===== src/rtl/user_level_pkg.sv =====
// Shared types and constants for the party-member level/XP tracker.
package user_level_pkg;

  typedef enum logic [2:0] {
    IDLE,
    ADD,
    CHECK,
    EVO_CHECK,
    EVOLVE
  } state_e;

  localparam logic [3:0]  MAX_LEVEL    = 4'd15;
  localparam int unsigned XP_PER_LEVEL = 16;

  // XP needed to leave level lvl; only evaluated below MAX_LEVEL, so it fits in 8 bits.
  function automatic logic [7:0] threshold(input logic [3:0] lvl);
    return 8'(32'(lvl) * XP_PER_LEVEL);
  endfunction

endpackage


===== src/rtl/user_level_tracker.sv =====
// Level/XP tracker: accepts XP awards, levels up one step per CHECK pass, requests evolution.
// Optional EVOLVE_CANCEL_EN adds evolve_cancel and a block flag suppressing re-requests.
module user_level_tracker
  import user_level_pkg::*;
(
  input  logic       Clk,
  input  logic       Reset,
  input  logic       load_en,
  input  logic [4:0] load_ID,
  input  logic [3:0] load_level,
  input  logic       xp_valid,
  input  logic [7:0] xp_amount,
  output logic       xp_ready,
  input  logic [4:0] evo_ID,
  input  logic       evolve_ack,
`ifdef EVOLVE_CANCEL_EN
  input  logic       evolve_cancel,
`endif
  output logic [3:0] curr_level,
  output logic [4:0] curr_ID,
  output logic       level_up,
  output logic       evolve_req,
  output logic       max_level
);

  state_e     r_state, w_state;
  logic [3:0] r_level, w_level;
  logic [4:0] r_id, w_id;
  logic [7:0] r_acc, w_acc;
  logic [7:0] r_amt, w_amt;
  logic       r_level_up, w_level_up;
  logic [8:0] w_sum;
  logic [7:0] w_thr;
`ifdef EVOLVE_CANCEL_EN
  logic       r_evo_blk, w_evo_blk;
`endif

  always_ff @(posedge Clk or posedge Reset) begin
    if (Reset) begin
      r_state    <= IDLE;
      r_level    <= 4'd1;
      r_id       <= 5'd0;
      r_acc      <= 8'd0;
      r_amt      <= 8'd0;
      r_level_up <= 1'b0;
`ifdef EVOLVE_CANCEL_EN
      r_evo_blk  <= 1'b0;
`endif
    end else begin
      r_state    <= w_state;
      r_level    <= w_level;
      r_id       <= w_id;
      r_acc      <= w_acc;
      r_amt      <= w_amt;
      r_level_up <= w_level_up;
`ifdef EVOLVE_CANCEL_EN
      r_evo_blk  <= w_evo_blk;
`endif
    end
  end

  always_comb begin
    w_state    = r_state;
    w_level    = r_level;
    w_id       = r_id;
    w_acc      = r_acc;
    w_amt      = r_amt;
    w_level_up = 1'b0;
`ifdef EVOLVE_CANCEL_EN
    w_evo_blk  = r_evo_blk;
`endif
    w_sum = {1'b0, r_acc} + {1'b0, r_amt};
    w_thr = threshold(r_level);

    if (load_en) begin
      // Load overrides everything, including a same-cycle award.
      w_state = IDLE;
      w_id    = load_ID;
      w_level = (load_level == 4'd0) ? 4'd1 : load_level;
      w_acc   = 8'd0;
`ifdef EVOLVE_CANCEL_EN
      w_evo_blk = 1'b0;
`endif
    end else begin
      unique case (r_state)
        IDLE: begin
          if (xp_valid) begin
            w_amt   = xp_amount;
            w_state = ADD;
          end
        end
        ADD: begin
          w_acc   = w_sum[8] ? 8'hFF : w_sum[7:0];
          w_state = CHECK;
        end
        CHECK: begin
          if (r_level < MAX_LEVEL && r_acc >= w_thr) begin
            w_acc      = r_acc - w_thr;
            w_level    = r_level + 4'd1;
            w_level_up = 1'b1;
`ifdef EVOLVE_CANCEL_EN
            w_evo_blk  = 1'b0;
`endif
            w_state    = EVO_CHECK;
          end else begin
            w_state = IDLE;
          end
        end
        EVO_CHECK: begin
`ifdef EVOLVE_CANCEL_EN
          w_state = (evo_ID != r_id && !r_evo_blk) ? EVOLVE : CHECK;
`else
          w_state = (evo_ID != r_id) ? EVOLVE : CHECK;
`endif
        end
        EVOLVE: begin
          if (evolve_ack) begin
            w_id    = evo_ID;
            w_state = CHECK;
`ifdef EVOLVE_CANCEL_EN
          end else if (evolve_cancel) begin
            w_evo_blk = 1'b1;
            w_state   = CHECK;
`endif
          end
        end
        default: w_state = IDLE;
      endcase
    end
  end

  assign xp_ready   = (r_state == IDLE);
  assign evolve_req = (r_state == EVOLVE);
  assign level_up   = r_level_up;
  assign curr_level = r_level;
  assign curr_ID    = r_id;
  assign max_level  = (r_level == MAX_LEVEL);

endmodule


===== config.mk =====
export PLATFORM = sky130hd
export DESIGN_NAME = user_level_tracker
export DESIGN_NICKNAME = d
export VERILOG_FILES = /design/src/rtl/user_level_pkg.sv /design/src/rtl/user_level_tracker.sv
export SDC_FILE = /design/constraint.sdc
export NUM_CORES = 1
export LEC_CHECK = 0
export BUFFER_PORTS_ARGS = -buffer_cell sky130_fd_sc_hd__buf_2
export CAP_MARGIN = 0
export CORE_ASPECT_RATIO = 0.8
export CORE_UTILIZATION = 51
export CTS_BUF_LIST = sky130_fd_sc_hd__clkbuf_4
export DETAILED_ROUTE_END_ITERATION = 12
export PLACE_DENSITY = 0.85
export RECOVER_POWER = 50
export SLEW_MARGIN = 20
export SYNTH_ARGS = -nofsm -noshare
export SYNTH_HDL_FRONTEND = slang
export SYNTH_SLANG_ARGS = --single-unit

===== constraint.sdc =====
create_clock -name Clk -period 4.25 [get_ports Clk]
set_input_delay 0.425 -clock Clk [delete_from_list [all_inputs] [get_ports Clk]]
set_output_delay 0.425 -clock Clk [all_outputs]
set_load 0.02 [all_outputs]

Yosys cells after proc, flatten, opt, wreduce, memory -nomap -nowiden

Cells that the tools add are included.

$add $sub $neg: 3
Order comparisons: 2
Equality and inequality tests: 9
Multiplexer cells: 20
Bitwise logic cells: 1
Reductions and logical operators: 13

Operators with widths:

| kind                  | count |
|---|---|
| $mux W8               | 3 |
| $mux W4               | 4 |
| $pmux W8 S2           | 1 |
| $mux W5               | 3 |
| $pmux W3 S5           | 1 |
| $mux W3               | 4 |
| $add A8 B8 Y9         | 1 |
| $ne A3 B3 Y1 const B  | 3 |
| $ge A8 B8 Y1          | 1 |
| $reduce_and A2 Y1     | 4 |
| $reduce_bool A2 Y1    | 4 |
| $sub A8 B8 Y8         | 1 |
| $eq A3 B2 Y1 const B  | 2 |
| $ne A5 B5 Y1          | 1 |
| $add A4 B1 Y4 const B | 1 |
| $eq A4 B4 Y1 const B  | 1 |
| $logic_not A4 Y1      | 1 |
| $lt A4 B4 Y1 const B  | 1 |
| $eq A3 B1 Y1 const B  | 1 |
| $eq A3 B3 Y1 const B  | 1 |
| $logic_not A3 Y1      | 1 |
| $mux W1               | 3 |
| $reduce_and A3 Y1     | 1 |
| $reduce_bool A3 Y1    | 1 |
| 3 further kinds       | 3 |

Register bits: 29
Bits of input ports: 27
Output and inout bits: 13
Word-level logic and storage cells: 54

Depth between registers and ports, before layout

Gate-level depths: netlist of the first run.

Depth after elaboration: 5
Mapped depth: 9
Mapped depth without buffers: 9

Worst setup path before layout of the first run

OpenSTA, ideal clock, no wires.

Path type: register to register
Start point: register r_level[0], in the netlist curr_level[0]
End point: register r_level[3], in the netlist curr_level[3]
Library setup time: 125 ps
Arrival: 2,188 ps
Data required time: 4,125 ps
Setup slack: 1,938 ps
Stages on the path, launching flop included: 9
Buffers on the path: 0
Period minus slack after synthesis: 2,312 ps
Cells stage by stage: dfstp_2 ha_1 inv_1 fa_1 a211oi_1 a21oi_4 nand4_2 xnor2_1 mux2_2

Word-level cells in the longest chain between the ends: 4
Elaborated cells on any way between the ends: 9
Classes of those cells: 1 x add/sub; 2 x order compare; 3 x mux; 3 x reduce/logical

Ends and longest elaborated chain:

| what                                                                  | line                     | text |
|---|---|---|
| from (decl)                                                           | user_level_tracker.sv:27 | `logic [3:0] r_level, w_level;` |
| from (signal assigned)                                                | user_level_tracker.sv:51 | `r_level <= w_level;` |
| $ge A8 B8 Y1 (tied with other cells)                                  | user_level_tracker.sv:97 | `if (r_level < MAX_LEVEL && r_acc >= w_thr) begin` |
| $logic_and A1 B1 Y1 / $mux W4 (equally long branches)                 | user_level_tracker.sv:97 |  |
| $reduce_bool A2 Y1 (no source line) / $mux W4 (equally long branches) | n/a                      |  |
| $reduce_and A2 Y1 (no source line) / $mux W4 (equally long branches)  | n/a                      |  |

Parallel ways exist; a longest one is shown, timed or not. The select of a mux whose other input is x is not followed.
A chain may end at the register's enable or synchronous reset.

Final worst setup path of the first run

Start point: register r_level[0], in the netlist curr_level[0]
End point: register r_acc[6]

Word-level cells in the longest chain between the ends: 4
Elaborated cells on any way between the ends: 9
Classes of those cells: 1 x add/sub; 2 x order compare; 1 x eq/ne; 3 x mux; 2 x reduce/logical

Ends and longest elaborated chain:

| what                                                  | line                     | text |
|---|---|---|
| $sub A8 B8 Y8 (tied with other cells)                 | user_level_tracker.sv:98 | `w_acc = r_acc - w_thr;` |
| $mux W8 / $logic_and A1 B1 Y1 (equally long branches) | user_level_tracker.sv:97 |  |
| $pmux W8 S2 / $ne A3 B3 Y1 (equally long branches)    | n/a                      |  |
| $mux W8 / $reduce_and A2 Y1 (equally long branches)   | n/a                      |  |
| to (signal assigned)                                  | user_level_tracker.sv:53 | `r_acc <= w_acc;` |
| to (decl)                                             | user_level_tracker.sv:29 | `logic [7:0] r_acc, w_acc;` |

Parallel ways exist; a longest one is shown, timed or not. The select of a mux whose other input is x is not followed.

==> results.md, run 1 <==
- Status: finished, final reports clean
- Input/output buffers: 39
- Die H: 56.3 um
- Sequential share of power: 40.3%
- Vias: 1530
- Share of layout cells above drive strength 1: 23.2%
- Clock buffer depth: 2
- Crit end category: flop
- Largest net degree at the start of global routing: 30
- P per Cell Area: 429 nW/um2
- Main synth FF type: dfrtp_1
- Internal cell power: 0.000565 W
- Tmin final: 2420 ps
- Via density: 5.56
- Die X: 69.9 um
- Setup Buffers After CTS: 0
- Clk_lat worst skew: 320 ps
- Worst slew pin tran: 1090 ps
- Switching part of the total: 38.5%
- Async S/R FF share, synth: 100%
- Root Driver: clkbuf_4
- Number of synthesized flops with an enable pin: 0
- YS warnings: 0
- CTS tree: yes
- Hpwl dp: 2.92 mm
- Reg clk slew, reported paths: 90 ps
- Initial antenna violation count: 0
- Gpl congestion: 0.867
- CP max FO: 8
- Leakage power: 0.995 nW
- Finished Layout Cells: 275
- Period utilization: 57.0%
- Power share of the combinational group: 42.9%
- Max-slew violations: 0
- Worst R2R Setup Slack: 1830 ps
- Post-Place Cells: 267
- Worst path required time: 4510 ps
- Peak VDD IR: 0.000289 V
- Fmax: 0.413 GHz
- # setup viols final: 0
- CTS Sinks: 29
- Area growth syn-to-layout: 14.0%
- Post-synthesis sequential area ratio: 38.6%
- Cells after Synth: 191
- Seq cells post-synth: 29
- Post-route ant nets: 0
- Critical Path Start Type: flop
- DRC Markers: 0
- Final Hold Vio Count: 0
- Ports: 40
- Num rows: 19
- Core box area: 3470 um2
- # diodes: 0
- Synthesized area per cell: 9.85 um2
- Slew margin rel.: 27.2%
- Max_cap viols: 0
- Cts repair resizes: 0
- RSZ-0062 raised after global routing: false
- Syn_nets: 233
- Global route total overflow: 0
- Setup TNS Final: 0 ps
- First DRT Iteration DRCs: 64
- Switching power: 0.000354 W
- Final setup skew: 5.06 ps
- Critical path arrival: 2680 ps
- WL/cell: 13.6 um
- Setup CP Type: reg -> reg
- H-Tree Depth: 2
- Clock power share: 16.8%
- Cts bufs inserted: 5
- Yosys cell types: 41
- Die ar.: 3940 um2
- Design Power: 0.000919 W
- Initial core utilization: 54.2%
- First-pass GRT wire length: 6.45 mm
- Total track usage: 20.8%
- Vias in the first global route: 1428
- Post-Route WL: 3.75 mm
- Post-Syn Area: 1880 um2
- Hold Buf Count CTS: 0
- TritonRoute pass-1 iters: 4
- Final net count: 274
- Worst min path class: in -> reg
cell usage after synthesis, types with 3 or more instances:
library cell | instances | area share (%)
dfrtp_1 | 28 | 37
nor2_1 | 18 | 3.6
nand2_1 | 14 | 2.8
o21ai_0 | 14 | 3.7
ha_1 | 13 | 8.6
a21oi_1 | 10 | 2.7
inv_1 | 9 | 1.8
mux2_2 | 9 | 5.4
xnor2_1 | 9 | 4.2
a211oi_1 | 8 | 3.2
nor3_1 | 6 | 1.6
mux2i_1 | 5 | 2.7
a21o_1 | 4 | 1.6
a32o_1 | 4 | 2.1
xor2_1 | 4 | 1.9
a31oi_1 | 3 | 1.0
o21bai_1 | 3 | 1.2
power by group through the flow:
stage          registers, W  clock network (W)  logic, W
6_report           0.000371           0.000154  0.000394
5_1_grt            0.000378           0.000168  0.000444
4_1_cts            0.000371           0.000158  0.000395
2_1_floorplan      0.000371                  0  0.000306
3_5_place_dp       0.000376                  0  0.000393
3_3_place_gp       0.000373                  0  0.000383
cell families after synthesis:
group                    synth area share [%]
AND/OR/NAND/NOR                          16.1
buffers and inverters                    3.26
adder cells (fa/ha/maj)                  10.8
multiplexers                             8.05
flip-flops                               38.6
XOR/XNOR                                 6.05
AO/OA/AOI/OAI                            17.2
area by class of cell:
cell class	instances	area, um2
timing repair buffer	39	188
multi-input combinational	148	1090
inverter	9	33.8
sequential	29	727
clock inverter	3	12.5
clock buffer	5	37.5
fill	312	1330
tap	42	52.6
layout by cell type, fill, tap and decap left out, drive strengths merged, types with 3 or more instances in the layout:
cell and count:
a211oi 8, a21o 4, a21oi 11, a31oi 3
a32o 4, buf 33, clkbuf 11, clkinv 3
dfrtp 28, ha 13, inv 9, mux2 9
mux2i 5, nand2 14, nor2 19, nor3 6
o21ai 14, o21bai 3, xnor2 9, xor2 4
flip-flops by register name (all words and copies together) (netlist names):
| signal | count |
|---|---|
| curr_ID | 5 |
| curr_level | 4 |
| level_up | 1 |
| r_acc | 8 |
| r_amt | 8 |
| r_state | 3 |
stage by stage:
| stage | setup slack, ps | hold WS, ps | instance area [um2] | util (%) |
|---|---|---|---|---|
| final | 1830 | 303 | 2140 | 61.8 |
| after global routing | 1630 | 305 | 2140 | 61.8 |
| after CTS | 1830 | 299 | 2150 | 62.0 |
| after detailed placement | 1860 | 502 | 2100 | 60.6 |
| after global placement | 1920 | 497 | 2100 | 60.6 |
| after floorplan | 1940 | 484 | 1880 | - |
critical path, cell delays in order, from the launching register on:
cell	delay, ps
dfstp_2	590
ha_1	150
inv_1	50
fa_1	400
a211oi_1	440
a21oi_4	170
nor3_1	360
a32o_1	190
metal layers:
| metal | track usage [%] | share of wire [%] | routed length [um] | up-vias |
|---|---|---|---|---|
| met5 | 0 | 0 | 0 | - |
| met4 | 6.00 | 0.43 | 16 | 0 |
| met3 | 5.03 | 4.7 | 176 | 2 |
| met2 | 31.6 | 47 | 1740 | 36 |
| met1 | 29.8 | 48 | 1810 | 714 |
| li1 | - | - | - | 778 |
final timing paths:
check | start | endpoint | cells after the start
min | load_ID[0] | curr_ID[0] | 3
max | curr_level[0] | r_acc[6] | 7
max in group asynchronous | Reset | r_acc[3] | 2
max reg2reg | curr_level[0] | r_acc[6] | 7
min in group asynchronous | Reset | curr_ID[3] | 2
min reg2reg | r_amt[6] | r_amt[6] | 1
No activity file was read; power rests on OpenSTA's default activity.
==> inputs of run 2 (changes only) <==
==> constraint.sdc (replaced) <==
create_clock -name Clk -period 2.5 [get_ports Clk]
set_input_delay 0.25 -clock Clk [delete_from_list [all_inputs] [get_ports Clk]]
set_output_delay 0.25 -clock Clk [all_outputs]
set_load 0.02 [all_outputs]
==> run 2 against run 1 <==
Against the previous run: the run now ends with max-capacitance violations, max-slew violations left; cell count up 1.1%; critical path depth is 1 higher; sequential share of layout area down 0.37 points; global-route usage rose by 0.88 points; fmax is 6.1% higher; count of clock-buffer cells in the layout is the same; worst hold slack worse by 190 ps; clock power up 75%; sequential power rose by 70%; non-clock buffer count increased by 3; clock skew up 4.3 ps.
==> results.md, run 2 (same netlist as run 1, synthesis figures left out) <==
- Area of the multi-input gates: 1100 um2 (+0.46%)
- Crit path buffers/inverters: 2 (+1)
- Clk_lat worst skew: 330 ps (about the same)
- Vias: 1572 (+2.7%)
- RSZ-0062 raised after global routing: false
- Critical path arrival: 2560 ps (-120 ps)
- Critical path's largest stage delay: 600 ps (about the same)
- Slowest cell on crit path: dfstp_2
- First-pass GRT wire length: 6.50 mm (+0.74%)
- Max_cap viols: 1 (+1)
- DRC Markers: 0 (unchanged)
- Critical Path Start Type: flop
- H-Tree Depth: 2 (unchanged)
- # setup viols final: 0 (unchanged)
- Setup Buffers After CTS: 0 (unchanged)
- CTS tree: yes
- Post-route ant nets: 0 (unchanged)
- Post-Route WL: 4.02 mm (+7.3%)
- Worst path cell trace: ha_1 > inv_1 > fa_1 > a211oi_1 > buf_4 > a21oi_4 > nor3_1 > a32o_1
- First DRT Iteration DRCs: 60 (-6.3%)
- Worst slew pin tran: 1570 ps (+482 ps)
- Initial core utilization: 54.2% (unchanged)
- P per Cell Area: 738 nW/um2 (+72%)
- Global route total overflow: 0 (unchanged)
- Num rows: 19 (unchanged)
- Worst min path class: in -> reg
- Slew margin rel.: -4.90% (-32 points)
- Input/output buffers: 39 (unchanged)
- CTS Sinks: 29 (unchanged)
- Period utilization: 91.3% (+34 points)
- Commonest non-fill, non-tap cell in the layout: buf_2
- Cts bufs inserted: 5 (unchanged)
- Final Hold Vio Count: 0 (unchanged)
- Setup TNS Final: 0 ps (unchanged)
- Worst path required time: 2780 ps (-1730 ps)
- Core box area: 3470 um2 (unchanged)
- FF/Latch Area: 727 um2 (unchanged)
- Initial antenna violation count: 0 (unchanged)
- Reg clk slew, reported paths: 90 ps (about the same)
- Gpl congestion: 0.897 (+3.4%)
- Ports: 40 (unchanged)
- Die ar.: 3940 um2 (unchanged)
- Peak VDD IR: 0.000499 V (+72%)
- Final core utilization: 62.5% (+0.69 points)
- Largest net degree at the start of global routing: 30 (unchanged)
- Leakage power: 1.01 nW (+1.2%)
- # diodes: 0 (unchanged)
- Final setup skew: 9.36 ps (+4.30 ps)
- Fmax: 0.438 GHz (+6.1%)
- Root Driver: clkbuf_4
- Status: finished with violations
- Vias in the first global route: 1452 (+1.7%)
- Cts repair resizes: 0 (unchanged)
- Highest-count cells in the layout ignoring fill and taps: buf_2, dfrtp_1, nor2_1, o21ai_0, nand2_1
- Largest delay share family, worst path: flip-flops
- Via density: 5.65 (+1.6%)
- CP max FO: 8 (unchanged)
- WL/cell: 14.5 um (+6.1%)
- Design Power: 0.00160 W (+74%)
- Hpwl dp: 3.08 mm (+5.7%)
- Area growth syn-to-layout: 15.2%
- Hold Buf Count CTS: 0 (unchanged)
- Die X: 69.9 um (unchanged)
- Final net count: 277 (+1.1%)
- Crit end category: flop
- Fillers: 304 (-2.6%)
- Tmin final: 2280 ps (-139 ps)
- Max-slew violations: 30 (+30)
- Total track usage: 21.7% (+0.88 points)
- Die H: 56.3 um (unchanged)
- Clock buffer depth: 2 (unchanged)
- Setup CP Type: reg -> reg
- Violated checks: max-capacitance violations, max-slew violations
- TritonRoute pass-1 iters: 4 (unchanged)
- Share of layout cells above drive strength 1: 24.2% (+0.98 points)
run 2: final timing paths:
kind	depth (start not counted)	slack (ps)	end	start
min in group asynchronous	3	470	r_acc[3]	Reset
worst max-delay path	8	220	r_acc[5]	curr_level[0]
worst min-delay path	3	120	curr_ID[0]	load_ID[0]
worst max register to register	8	220	r_acc[5]	curr_level[0]
max in group asynchronous	3	1110	r_state[2]	Reset
worst min register to register	1	520	r_amt[6]	r_amt[6]
run 2: per-layer routing:
| layer | part of all wire (%) | up-vias | track usage [%] | routed length [um] |
|---|---|---|---|---|
| met1 | 46 | 746 | 29.2 | 1850 |
| met2 | 47 | 39 | 33.4 | 1890 |
| met5 | 0 | - | 0 | 0 |
| li1 | - | 779 | - | - |
| met3 | 5.2 | 8 | 5.39 | 209 |
| met4 | 1.5 | 0 | 9.43 | 62 |
run 2: area by class of cell:
| cell class | instances | area share, % |
|---|---|---|
| Timing Repair Buffer | 42 | 9.52 |
| Tap cell | 42 | 2.42 |
| Clock inverter | 3 | 0.577 |
| Inverter | 9 | 1.56 |
| Clock buffer | 5 | 1.73 |
| Sequential cell | 29 | 33.5 |
| Multi-Input combinational cell | 148 | 50.7 |
run 2: through the flow:
stage / instance area [um2] / instances / setup WS [ps] / hold slack (ps)
2_1_floorplan: 1880 / 191 / 188 / 327
3_3_place_gp: 2120 / 270 / 269 / 331
3_5_place_dp: 2120 / 270 / 197 / 374
4_1_cts: 2170 / 278 / 184 / 4.56
5_1_grt: 2170 / 278 / 81.5 / 106
6_report: 2170 / 278 / 218 / 117
run 2: where the power goes:
group	switching, W	total [W]	leakage, nW	internal (W)
clock	0.000168	0.000269	0.0300	0.000101
combinational	0.000376	0.000700	0.613	0.000324
sequential	0.0000809	0.000632	0.364	0.000551
total	0.000624	0.00160	1.01	0.000976
run 2: tightest hold or removal path, cell delays in order:
cell     delay [ps]
buf_2            70
nand2_1          40
o21ai_0          60
==> inputs of run 3 (changes only) <==
--- a/config.mk
+++ b/config.mk
@@ -5,11 +5,11 @@
 export SDC_FILE = /design/constraint.sdc
 export NUM_CORES = 1
 export LEC_CHECK = 0
+export ABC_AREA = 1
 export BUFFER_PORTS_ARGS = -buffer_cell sky130_fd_sc_hd__buf_2
 export CAP_MARGIN = 0
 export CORE_ASPECT_RATIO = 0.8
 export CORE_UTILIZATION = 51
-export CTS_BUF_LIST = sky130_fd_sc_hd__clkbuf_4
 export DETAILED_ROUTE_END_ITERATION = 12
 export PLACE_DENSITY = 0.85
 export RECOVER_POWER = 50
==> run 3 against run 2 <==
Against the previous run: the run still ends with max-capacitance violations, max-slew violations left; cell area up 10%; fmax is 7.5% higher; clock skew shrank 2.9 ps; global-route usage rose by 2.0 points; setup slack improved by 160 ps; synthesized area is 7.4% higher; cell count up 32%; register-to-register slack better by 160 ps; largest power group unchanged; highest routed layer unchanged.
==> results.md, run 3 <==
- Worst path required time: 2720 ps (-60 ps)
- Worst R2R Setup Slack: 380 ps (+160 ps)
- Hpwl dp: 3.35 mm (+8.6%)
- Commonest non-fill, non-tap cell in the layout: nand2_1
- CP max FO: 6 (-2)
- Peak VDD IR: 0.000536 V (+7.5%)
- Vias: 1838 (+17%)
- Clk_lat worst skew: 290 ps (-40 ps)
- Status: finished with violations
- Final setup skew: 6.42 ps (-2.94 ps)
- Setup CP Type: reg -> reg
- DRC Markers: 0 (unchanged)
- Post-Route WL: 4.41 mm (+9.6%)
- Async S/R FF share, synth: 100% (unchanged)
- Number of synthesized flops with an enable pin: 0 (unchanged)
- Adder-cell share of the synthesized area: 10.0% (-0.75 points)
- Critical path arrival: 2350 ps (-210 ps)
- Initial antenna violation count: 0 (unchanged)
- Critical Path End: r_acc[5]
- P per Cell Area: 1050 nW/um2 (+42%)
- Simple-Gate Fraction of Synth Area: 31.2% (+15 points)
- Reg-to-Reg End: r_acc[5]
- Root Driver: clkbuf_8
- Final Hold Vio Count: 0 (unchanged)
- Clock buffer depth: 2 (unchanged)
- TritonRoute pass-1 iters: 4 (unchanged)
- Global route total overflow: 0 (unchanged)
- Num rows: 20 (+1)
- Core box area: 3800 um2 (+9.6%)
- Seq cells post-synth: 29 (unchanged)
- FF-to-FF path depth: 12 (+4)
- Violated checks: max-capacitance violations, max-slew violations
- Ports: 40 (unchanged)
- Gpl congestion: 0.933 (+4.1%)
- Share of layout cells above drive strength 1: 20.1% (-4.0 points)
- Post-Syn Area: 2020 um2 (+7.4%)
- Die ar.: 4220 um2 (+7.2%)
- Yosys cell types: 30 (-27%)
- Area growth syn-to-layout: 18.3%
- Synth top area share: 34.7% (-2.6 points)
- CTS tree: yes
- Count leader, synth: nand2_1
- Cts bufs inserted: 5 (unchanged)
- Crit path launch: curr_level[0]
- YS warnings: 0 (unchanged)
- Highest-count cells in the layout ignoring fill and taps: nand2_1, inv_1, buf_2, dfrtp_1, nand3_1
- Input/output buffers: 39 (unchanged)
- Crit end category: flop
- Synth cell count leaders: nand2_1, inv_1, dfrtp_1
- Largest family of logic cells by synthesized area: simple AND/OR/NAND/NOR gates
- Reg2reg start: curr_level[0]
- XOR/XNOR share of the synthesized area: 3.90% (-2.2 points)
- Main synth FF type: dfrtp_1
- Vias in the first global route: 1711 (+18%)
- Post-synth top area cell: dfrtp_1
- Setup Buffers After CTS: 0 (unchanged)
- Die X: 72.4 um (+3.5%)
- Max-slew violations: 30 (unchanged)
- Initial core utilization: 53.2% (-1.1 points)
- Max_cap viols: 1 (unchanged)
- Post-Layout Inst Area: 2390 um2 (+10%)
- Post-synthesis sequential area ratio: 36.0% (-2.7 points)
- CTS Sinks: 29 (unchanged)
- First DRT Iteration DRCs: 119 (+98%)
- Portion of netlist area occupied by mux cells: 4.46% (-3.6 points)
- Worst slew pin tran: 1580 ps (+8.88 ps)
- First-pass GRT wire length: 7.53 mm (+16%)
- Final net count: 354 (+28%)
- Largest net degree at the start of global routing: 30 (unchanged)
- Tmin final: 2120 ps (-160 ps)
- # setup viols final: 0 (unchanged)
- Critical Path Start Type: flop
- Syn_nets: 309 (+33%)
- Cells after Synth: 267 (+40%)
- Leakage power: 1.29 nW (+28%)
- Synthesized area per cell: 7.57 um2 (-23%)
- # diodes: 0 (unchanged)
- H-Tree Depth: 2 (unchanged)
- Slew margin rel.: -5.49% (-0.59 points)
- Die H: 58.3 um (+3.5%)
- Worst min path class: in -> reg
- Compound-Gate Fraction of Synth Area: 6.25% (-11 points)
- Via density: 4.99 (-12%)
- RSZ-0062 raised after global routing: false
- Cts repair resizes: 0 (unchanged)
- WL/cell: 12.0 um (-17%)
- Post-DP Area: 2290 um2 (+7.6%)
- Setup TNS Final: 0 ps (unchanged)
- Period utilization: 84.9% (-6.4 points)
- Largest cells by area after synthesis: dfrtp_1, nand2_1, ha_1
- Total track usage: 23.7% (+2.0 points)
- Post-route ant nets: 0 (unchanged)
- Reg clk slew, reported paths: 60 ps (-30 ps)
- Fmax: 0.471 GHz (+7.5%)
- Hold Buf Count CTS: 0 (unchanged)
## run 3: area by class of cell
class / count / area, um2
multi-input cells: 195 / 1130
clock inverters: 1 / 30.0
well taps: 55 / 68.8
repair buffers: 40 / 191
inverters: 41 / 159
flip-flops and latches: 29 / 727
clock buffers: 7 / 86.3
fillers: 352 / 1410
## run 3: power by group
group | internal [W] | switching, W
registers | 0.000617 | 0.000122
logic | 0.000507 | 0.000751
clock network | 0.000324 | 0.000183
total | 0.00145 | 0.00106
## run 3: worst max-delay path, cell delays in order, from the launching register on
cell	delay, ps
dfstp_2	580
ha_1	160
inv_1	70
fa_1	410
nand2_1	90
nand2_1	50
nand2_1	70
nand2_1	90
nand3_2	130
nand3_1	130
inv_1	140
nand2_1	60
nand2_1	60
## run 3: how the worst min path moves through the flow
| stage | startpoint | to | cells after the start |
|---|---|---|---|
| 5_1_grt | xp_amount[4] | r_amt[4] | 2 |
| 6_report | load_ID[2] | curr_ID[2] | 3 |
| 2_1_floorplan | Reset | curr_ID[0] | 1 |
| 3_5_place_dp | Reset | curr_ID[2] | 3 |
| 4_1_cts | Reset | curr_ID[2] | 3 |
| 3_3_place_gp | Reset | curr_ID[2] | 3 |
## run 3: cells by family after synthesis
family,count (synthesis)
XOR/XNOR,9
buffers and inverters,43
adder cells (fa/ha/maj),15
AO/OA/AOI/OAI,24
AND/OR/NAND/NOR,139
multiplexers,8
flip-flops,29
## run 3: per-layer routing
| layer | routed length, um | vias up | GRT usage [%] |
|---|---|---|---|
| met1 | 2110 | 832 | 33.1 |
| met3 | 206 | 8 | 4.79 |
| met2 | 2020 | 54 | 35.9 |
| met5 | 0 | - | 0 |
| li1 | - | 944 | - |
| met4 | 68 | 0 | 10.6 |
## run 3: stage by stage
| step | hold WS [ps] | total power [W] | instances | utilization (%) | setup slack (ps) |
|---|---|---|---|---|---|
| after CTS | 31.1 | 0.00250 | 368 | 63.2 | 411 |
| after floorplan | 327 | 0.00169 | 267 | - | 586 |
| after global placement | 340 | 0.00193 | 360 | 60.1 | 561 |
| after global routing | 193 | 0.00272 | 368 | 62.9 | 211 |
| final | 184 | 0.00250 | 368 | 62.9 | 378 |
| after detailed placement | 338 | 0.00197 | 360 | 60.1 | 489 |
